==> config.mk <==
export PLATFORM = sky130hd
export DESIGN_NAME = alu_exec_stage
export DESIGN_NICKNAME = d
export VERILOG_FILES = /design/src/rtl/alu_exec_stage.sv
export SDC_FILE = /design/constraint.sdc
export NUM_CORES = 1
export LEC_CHECK = 0
export ABC_AREA = 0
export CELL_PAD_IN_SITES_DETAIL_PLACEMENT = 0
export CELL_PAD_IN_SITES_GLOBAL_PLACEMENT = 2
export CORE_MARGIN = 2
export CORE_UTILIZATION = 32
export DETAILED_ROUTE_END_ITERATION = 10
export MAX_ROUTING_LAYER = met4
export PLACE_DENSITY_LB_ADDON = 0.1
export SYNTH_ARGS = -nofsm -noshare
export SYNTH_HDL_FRONTEND = slang
export SYNTH_SLANG_ARGS = --single-unit
==> constraint.sdc <==
create_clock -name clk -period 3.9 [get_ports clk]
set_clock_uncertainty 0.05 [all_clocks]
set_input_delay 0.78 -clock clk [delete_from_list [all_inputs] [get_ports clk]]
set_output_delay 0.78 -clock clk [all_outputs]
set_load 0.02 [all_outputs]
==> src/rtl/alu_exec_stage.sv <==
// Integer execute stage: EX operand slot, combinational ALU, WB result slot
// broadcast to the CDB under valid/ready, with branch kill/fix on spec tags.
module alu_exec_stage #(
  parameter int DATA_W = 32,
  parameter int OP_W   = 4,
  parameter int TAG_W  = 6,
  parameter int SPEC_W = 5
) (
  input  logic              clk,
  input  logic              reset_n,
  input  logic              issue_valid,
  output logic              issue_ready,
  input  logic [OP_W-1:0]   issue_op,
  input  logic [DATA_W-1:0] issue_src1,
  input  logic [DATA_W-1:0] issue_src2,
  input  logic [TAG_W-1:0]  issue_rrftag,
  input  logic [SPEC_W-1:0] issue_spectag,
  input  logic              kill_valid,
  input  logic [SPEC_W-1:0] kill_mask,
  input  logic              fix_valid,
  input  logic [SPEC_W-1:0] fix_mask,
  output logic              cdb_valid,
  input  logic              cdb_ready,
  output logic [DATA_W-1:0] cdb_data,
  output logic [TAG_W-1:0]  cdb_rrftag,
  output logic              busy
);

  localparam int SH_W = $clog2(DATA_W);

  localparam logic [OP_W-1:0] ALU_OP_ADD  = OP_W'(0);
  localparam logic [OP_W-1:0] ALU_OP_SLL  = OP_W'(1);
  localparam logic [OP_W-1:0] ALU_OP_SLT  = OP_W'(2);
  localparam logic [OP_W-1:0] ALU_OP_SLTU = OP_W'(3);
  localparam logic [OP_W-1:0] ALU_OP_XOR  = OP_W'(4);
  localparam logic [OP_W-1:0] ALU_OP_SRL  = OP_W'(5);
  localparam logic [OP_W-1:0] ALU_OP_OR   = OP_W'(6);
  localparam logic [OP_W-1:0] ALU_OP_AND  = OP_W'(7);
  localparam logic [OP_W-1:0] ALU_OP_SUB  = OP_W'(8);
  localparam logic [OP_W-1:0] ALU_OP_SRA  = OP_W'(9);
  localparam logic [OP_W-1:0] ALU_OP_SEQ  = OP_W'(10);
  localparam logic [OP_W-1:0] ALU_OP_SNE  = OP_W'(11);
  localparam logic [OP_W-1:0] ALU_OP_SGE  = OP_W'(12);
  localparam logic [OP_W-1:0] ALU_OP_SGEU = OP_W'(13);

  logic              ex_valid_reg, ex_valid_next;
  logic [OP_W-1:0]   ex_op_reg, ex_op_next;
  logic [DATA_W-1:0] ex_src1_reg, ex_src1_next;
  logic [DATA_W-1:0] ex_src2_reg, ex_src2_next;
  logic [TAG_W-1:0]  ex_tag_reg, ex_tag_next;
  logic [SPEC_W-1:0] ex_spec_reg, ex_spec_next;

  logic              wb_valid_reg, wb_valid_next;
  logic [DATA_W-1:0] wb_data_reg, wb_data_next;
  logic [TAG_W-1:0]  wb_tag_reg, wb_tag_next;
  logic [SPEC_W-1:0] wb_spec_reg, wb_spec_next;

  logic              ex_advance;
  logic              issue_fire;
  logic [SPEC_W-1:0] kill_vec;
  logic [SPEC_W-1:0] fix_vec;
  logic              ex_kill;
  logic              wb_kill;
  logic              in_kill;

  logic [DATA_W-1:0] and_vec;
  logic [DATA_W-1:0] or_vec;
  logic [DATA_W-1:0] xor_vec;
  logic [SH_W-1:0]   shamt;
  logic              lt_s;
  logic              lt_u;
  logic              eq;
  logic [DATA_W-1:0] alu_result;

  // ---------------- combinational ALU on EX slot registers ----------------
  genvar gi;
  generate
    for (gi = 0; gi < DATA_W; gi++) begin : g_bitwise
      assign and_vec[gi] = ex_src1_reg[gi] & ex_src2_reg[gi];
      assign or_vec[gi]  = ex_src1_reg[gi] | ex_src2_reg[gi];
      assign xor_vec[gi] = ex_src1_reg[gi] ^ ex_src2_reg[gi];
    end
  endgenerate

  assign shamt = ex_src2_reg[SH_W-1:0];
  assign lt_s  = $signed(ex_src1_reg) < $signed(ex_src2_reg);
  assign lt_u  = ex_src1_reg < ex_src2_reg;
  assign eq    = ex_src1_reg == ex_src2_reg;

  always_comb begin
    alu_result = '0;
    case (ex_op_reg)
      ALU_OP_ADD:  alu_result = ex_src1_reg + ex_src2_reg;
      ALU_OP_SUB:  alu_result = ex_src1_reg - ex_src2_reg;
      ALU_OP_SLL:  alu_result = ex_src1_reg << shamt;
      ALU_OP_SRL:  alu_result = ex_src1_reg >> shamt;
      ALU_OP_SRA:  alu_result = DATA_W'($signed(ex_src1_reg) >>> shamt);
      ALU_OP_AND:  alu_result = and_vec;
      ALU_OP_OR:   alu_result = or_vec;
      ALU_OP_XOR:  alu_result = xor_vec;
      ALU_OP_SLT:  alu_result = {{(DATA_W-1){1'b0}}, lt_s};
      ALU_OP_SLTU: alu_result = {{(DATA_W-1){1'b0}}, lt_u};
      ALU_OP_SGE:  alu_result = {{(DATA_W-1){1'b0}}, ~lt_s};
      ALU_OP_SGEU: alu_result = {{(DATA_W-1){1'b0}}, ~lt_u};
      ALU_OP_SEQ:  alu_result = {{(DATA_W-1){1'b0}}, eq};
      ALU_OP_SNE:  alu_result = {{(DATA_W-1){1'b0}}, ~eq};
      default:     alu_result = '0;
    endcase
  end

  // ---------------- handshake and branch resolution ----------------
  // Advance and ready deliberately ignore kill so issue_ready never sees it.
  assign ex_advance  = ex_valid_reg & (~wb_valid_reg | cdb_ready);
  assign issue_ready = ~ex_valid_reg | ex_advance;
  assign issue_fire  = issue_valid & issue_ready;

  assign kill_vec = kill_valid ? kill_mask : '0;
  assign fix_vec  = fix_valid  ? fix_mask  : '0;
  assign ex_kill  = |(ex_spec_reg   & kill_vec);
  assign wb_kill  = |(wb_spec_reg   & kill_vec);
  assign in_kill  = |(issue_spectag & kill_vec);

  always_comb begin
    ex_valid_next = ex_valid_reg;
    ex_op_next    = ex_op_reg;
    ex_src1_next  = ex_src1_reg;
    ex_src2_next  = ex_src2_reg;
    ex_tag_next   = ex_tag_reg;
    ex_spec_next  = ex_spec_reg & ~fix_vec;
    wb_valid_next = wb_valid_reg;
    wb_data_next  = wb_data_reg;
    wb_tag_next   = wb_tag_reg;
    wb_spec_next  = wb_spec_reg & ~fix_vec;

    // WB: refill from EX, drain to CDB, or drop on kill while stalled
    if (ex_advance) begin
      wb_valid_next = ~ex_kill;
      if (!ex_kill) begin
        wb_data_next = alu_result;
        wb_tag_next  = ex_tag_reg;
        wb_spec_next = ex_spec_reg & ~fix_vec;
      end
    end else if (cdb_ready | wb_kill) begin
      wb_valid_next = 1'b0;
    end

    // EX: a killed incoming op leaves the slot untouched but empty
    if (issue_fire) begin
      ex_valid_next = ~in_kill;
      if (!in_kill) begin
        ex_op_next   = issue_op;
        ex_src1_next = issue_src1;
        ex_src2_next = issue_src2;
        ex_tag_next  = issue_rrftag;
        ex_spec_next = issue_spectag & ~fix_vec;
      end
    end else if (ex_advance | ex_kill) begin
      ex_valid_next = 1'b0;
    end
  end

  always_ff @(posedge clk or negedge reset_n) begin
    if (!reset_n) begin
      ex_valid_reg <= 1'b0;
      ex_op_reg    <= '0;
      ex_src1_reg  <= '0;
      ex_src2_reg  <= '0;
      ex_tag_reg   <= '0;
      ex_spec_reg  <= '0;
      wb_valid_reg <= 1'b0;
      wb_data_reg  <= '0;
      wb_tag_reg   <= '0;
      wb_spec_reg  <= '0;
    end else begin
      ex_valid_reg <= ex_valid_next;
      ex_op_reg    <= ex_op_next;
      ex_src1_reg  <= ex_src1_next;
      ex_src2_reg  <= ex_src2_next;
      ex_tag_reg   <= ex_tag_next;
      ex_spec_reg  <= ex_spec_next;
      wb_valid_reg <= wb_valid_next;
      wb_data_reg  <= wb_data_next;
      wb_tag_reg   <= wb_tag_next;
      wb_spec_reg  <= wb_spec_next;
    end
  end

  assign cdb_valid  = wb_valid_reg;
  assign cdb_data   = wb_data_reg;
  assign cdb_rrftag = wb_tag_reg;
  assign busy       = ex_valid_reg | wb_valid_reg;

endmodule

# --- Yosys cells after proc, flatten, opt, wreduce, memory -nomap -nowiden ---
# Cells that the tools add are included.
classes:
  n_addsub: 2
  eq_ne: 14
  n_shift: 3
  mux: 11
  magnitude_cmp: 2
  n_bitwise: 117
  reduce_logical: 8
op_table:
  columns: ["operator", "count"]
  rows:
  - ["32-bit one-hot mux with 14 select lines", 1]
  - ["32-bit less-than comparator", 2]
  - ["1-bit OR", 37]
  - ["1-bit bitwise AND", 34]
  - ["32-bit adder", 1]
  - ["32-bit equality test", 1]
  - ["32-bit by 5-bit << shifter with 32-bit output", 1]
  - ["32-bit by 5-bit right shift with 32-bit output", 1]
  - ["32-bit by 5-bit >>> shifter with 32-bit output", 1]
  - ["32-bit subtractor", 1]
  - ["1-bit bitwise XOR", 32]
  - ["5-bit bitwise AND", 6]
  - ["5-bit two-way mux", 6]
  - ["4-bit equality test, second input constant", 6]
  - ["4-bit by 3-bit equality test with 1-bit output, second input constant", 4]
  - ["5-bit OR reduction", 3]
  - ["4-bit by 2-bit equality test with 1-bit output, second input constant", 2]
  - ["1-bit NOT", 7]
  - ["5-bit NOT", 1]
  - ["4-bit by 1-bit equality test with 1-bit output, second input constant", 1]
  - ["4-bit logical NOT", 1]
  - ["1-bit two-way mux", 4]
  - ["2-bit AND reduction", 2]
  - ["2-bit nonzero test", 2]
word_totals:
  regBits: 124
  output_inout_bits: 41
  input_bits: 95
  wordCells: 167

# --- Depth between registers and ports, before layout ---
# Gate-level depths: netlist of the first run.
logic_depth:
  ltp_word: 6
  ltp_mapped: 16
  depth_no_buf: 13

# --- Worst setup path after synthesis of the first run ---
# No wires, ideal clock.
synth_timing:
  path_type: "register to register"
  startpoint: "register ex_src2_reg[2]"
  endpoint: "register wb_data_reg[23] (netlist: cdb_data[23])"
  stages_incl_launch_ff: 17
  path_buffers: 5
  setup_slack_ns: -0.103
  arrival_ns: 3.824
  setup_time_ns: 0.129
  required_ns: 3.721
  period_less_slack_ns: 4.003
  path_cell_list: "dfrtp_1 buf_2 inv_1 buf_2 buf_1 buf_1 ha_1 buf_2 nor3_1 a2111oi_4 o2111a_1 or3_1 nand3_2 a21oi_1 a221o_1 a21oi_1 o21ai_1"
synth_between:
  elab_chain_len: 2
  word_cells_on_any_way: 6
  cone_classes: "2 x add/sub; 3 x shift; 1 x mux"
synth_rtl:
  columns: ["element", "line_no", "text"]
  rows:
  - ["start, declared", "49", "logic [DATA_W-1:0] ex_src2_reg, ex_src2_next;"]
  - ["start signal, assigned", "178", "ex_src2_reg <= ex_src2_next;"]
  - ["32-bit subtractor, or another cell as far along", "94", "ALU_OP_SUB: alu_result = ex_src1_reg - ex_src2_reg;"]
  - ["32-bit one-hot mux with 14 select lines (*)", "92", "case (ex_op_reg)"]
  - ["end signal, assigned", "182", "wb_data_reg <= wb_data_next;"]
  - ["end, declared", "54", "logic [DATA_W-1:0] wb_data_reg, wb_data_next;"]
# Mark *: on every way between the ends. The rest lies on a longest branch, timed or not.
# A chain may end at the register's enable or synchronous reset.

# --- Worst setup path in the final report of the first run ---
layout_timing:
  startpoint: "register ex_src1_reg[0]"
  endpoint: "register wb_data_reg[30] (netlist: cdb_data[30])"
layout_between:
  elab_chain_len: 2
  word_cells_on_any_way: 6
  cone_classes: "2 x add/sub; 3 x shift; 1 x mux"
layout_rtl:
  columns: ["element", "line_no", "text"]
  rows:
  - ["start, declared", "48", "logic [DATA_W-1:0] ex_src1_reg, ex_src1_next;"]
  - ["start signal, assigned", "177", "ex_src1_reg <= ex_src1_next;"]
  - ["32-bit subtractor, or another cell as far along", "94", null]
  - ["32-bit one-hot mux with 14 select lines (*)", "92", null]
# Marked as above.

==> impl_metrics.yaml, run 1 <==
synth:
  avgSynthCellArea_um2: 7.91
  synthTopCellsByArea: "dfrtp_1 (22%), ha_1 (9.1%), mux4_2 (6.8%), o21ai_0 (6.7%), nand2_1 (5.5%)"
  syn_inst: 1749
  synth_edf_count: 0
  yosys_most_used_dff: "dfrtp_1"
  synth.distinct_cells: 92
  yosys.area_share.simple_pct: 16.7
  synth_top_family_by_area: "compound AO/OA/AOI/OAI gates"
  synth.area.mux_share_pct: 13.7
  ys_seq_area_share_pct: 22.4
  synth_seq_cells: 124
  synth_most_common_cell: "nand2_1"
  synth_compound_area_share_pct: 29.3
  synth_fa_ha_area_share_pct: 9.42
  yosys.area.top_type_share_pct: 22.4
  yosysTopAreaCell: "dfrtp_1"
  synthArstFlopShare_pct: 100
  synth-xor-area-share_pct: 1.39
  syn_area_um2: 13800
  ys_top_cells_by_count: "nand2_1 (203), o21ai_0 (186), nor2_1 (154), a21oi_1 (130), dfrtp_1 (124)"
  ys_warn_count: 0
  syn_nets: 1947
clock_network:
  htreeDepth: 4
  ctsResizeCount: 0
  cts_tree: "built"
  clock-sinks: 124
  cts_buffers: 17
  path_clk_slew_ns: 0.07
  cts_hold_buf: 0
  clock_latency_ns: 0.47
  clock_path_buffers: 2
  cts-root-buf: "clkbuf_16"
  cts_setup_buffers: 0
finish:
  multiInputGateArea_um2: 9820
  area_growth_pct: 22.4
  fin_nets: 2087
  nFillCells: 4555
  seqCellArea_um2: 3110
  antenna_cells: 0
  drive_above_1_share_pct: 14.5
sta:
  min_period_ns: 3.73
  finalHoldViolCount: 0
  fmax_mhz: 268
  fin_crit_sh_pct: 95.7
  finalSetupTns_ns: 0
  rsz0062_at_grt: "no"
  setup_viol: 0
  worst-slew-pin-transition_ns: 0.849
  relSlewSlack_pct: 42.7
  drv_slew: 0
drt:
  antenna_left: 0
  num_vias: 14800
  first_pass_iters: 6
  drc: 0
  routed_wl_mm: 65.1
  viasPerCell: 5.95
  wl_per_cell_um: 26.2
  first_iter_violations: 1722
power:
  p_leak_nw: 7.01
  p_total_mw: 9.98
  power_density_nw_per_um2: 589
  ir_worst_vdd_uv: 318
floorplan:
  io_pins: 136
  die_h_um: 212
  die_w_um: 212
  die_area_um2: 44900
  core_area_um2: 42900
  num_rows: 76
  initial_core_util_pct: 32.3
critical_path:
  worstSetupStartpoint: "ex_src1_reg[0]"
  crit_fanout: 6
  worstSetupPathType: "reg2reg"
  cp_cell_sequence: "inv_2 > ha_1 > inv_1 > fa_1 > nor3b_1 > o31ai_2 > a31oi_2 > buf_4 > a2111oi_2 > buf_4 > nor3_1 > or3_4 > a211oi_2 > o31ai_1 > a21oi_1"
  critPathMaxStageDelay_ns: 0.45
  critical_path_required_ns: 4.23
  arrival_ns: 4.07
  critPathSlowestCell: "dfrtp_2"
  cpMostUsedCell: "buf_4"
  r2r_cells: 15
  worst_setup_path_end_kind: "flip-flop"
  start_kind: "flip-flop"
  r2r-start: "ex_src1_reg[0]"
global_route:
  grt_overflow: 0
  grt_max_degree: 83
  antenna_found_initial: 0
  grt_pass1_wl_mm: 96.6
  first_global_vias: 14400
  grt_usage_pct: 30.0
place:
  place_congestion: 0.996
  dpl.hpwl_mm: 50.4
  portBuffers: 135
run:
  drv_cap: 0
outcome:
  run_status: "finished clean"
hold_path:
  hp-class: "in2async"
==> report_power, final <==
| group | switching (mW) | total [mW] | internal, mW |
|---|---|---|---|
| logic | 3.97 | 6.46 | 2.49 |
| registers | 0.334 | 1.96 | 1.62 |
| clock network | 0.727 | 1.56 | 0.838 |
==> logic make-up (layout without fill, tap and decap cells) <==
kind of cell,count (synthesis),after routing
AO/OA/AOI/OAI,617,617
AND/OR/NAND/NOR,511,511
XOR/XNOR,22,22
buffers and inverters,239,391
flip-flops,124,124
adder cells (fa/ha/maj),103,103
multiplexers,133,133
==> metrics by stage <==
step | util (%) | instances | hold WS, ns | area, um2 | setup slack, ns
3_3_place_gp | 38.2 | 2455 | 0.423 | 16400 | 0.0775
6_report | 39.5 | 2486 | 0.205 | 16900 | 0.166
3_5_place_dp | 38.2 | 2455 | 0.425 | 16400 | 0.0422
5_1_grt | 39.5 | 2486 | 0.235 | 16900 | 0.0118
2_1_floorplan | - | 1749 | 0.427 | 13800 | 0.0241
4_1_cts | 39.5 | 2486 | 0.214 | 16900 | 0.0337
==> routing by layer <==
| metal | global-route usage, % | vias to the layer above | part of all wire (%) |
|---|---|---|---|
| met5 | - | - | 0 |
| li1 | - | 6700 | - |
| met3 | 3.25 | 84 | 6.5 |
| met4 | 7.09 | 0 | 2.0 |
| met2 | 45.9 | 661 | 45 |
| met1 | 42.5 | 7348 | 46 |
==> worst max-delay path: cells and delay by family, from the launching register on <==
family,cells,cell delay [ns]
buffers and inverters,4,0.52
adder cells (fa/ha/maj),2,0.58
flip-flops,1,0.45
AO/OA/AOI/OAI,6,1.32
AND/OR/NAND/NOR,3,0.72
==> final timing paths <==
| path | endpoint | slack [ns] |
|---|---|---|
| max | cdb_data[30] | 0.17 |
| max reg2reg | cdb_data[30] | 0.17 |
| min | cdb_rrftag[0] | 0.20 |
| min reg2reg | cdb_data[17] | 0.43 |
| min in group clk | cdb_data[17] | 0.43 |
| max in group asynchronous | ex_src1_reg[27] | 2.73 |
==> final cells by class <==
cell class	count	area share, %
clock buffers	18	2.59
repair buffers	251	13.7
flip-flops and latches	124	18.4
well taps	585	4.32
multi-input cells	1386	57.9
clock inverters	13	0.628
inverters	109	2.42
==> layout by cell type (no fill, tap or decap), types with 8 or more instances in the layout <==
master,count
nand2_1,203
o21ai_0,186
nor2_1,154
clkdlybuf4s50_1,134
a21oi_1,129
dfrtp_1,117
buf_4,108
inv_1,102
ha_1,101
mux2i_1,54
a211oi_1,43
mux4_2,42
mux2_2,37
nor3_1,31
a31oi_1,28
a22oi_1,21
a21o_1,19
nand3_1,19
o22ai_1,19
xnor2_1,19
o211ai_1,18
clkbuf_16,17
o21bai_1,16
and2_1,14
a221oi_1,14
nand2b_1,13
nor2b_1,13
o31ai_1,13
nor4_1,10
o221ai_1,10
a211o_1,8
nand4_1,8
buf_12,8
Note: power is estimated with default switching activity, not from simulation.
==> run 2: changes to the inputs <==
--- a/config.mk
+++ b/config.mk
@@ -6,6 +6,7 @@
 export NUM_CORES = 1
 export LEC_CHECK = 0
 export ABC_AREA = 0
+export CAP_MARGIN = 20
 export CELL_PAD_IN_SITES_DETAIL_PLACEMENT = 0
 export CELL_PAD_IN_SITES_GLOBAL_PLACEMENT = 2
 export CORE_MARGIN = 2
==> results of run 2 <==
Final layout, timing and power as in run 1 (identical DEF).
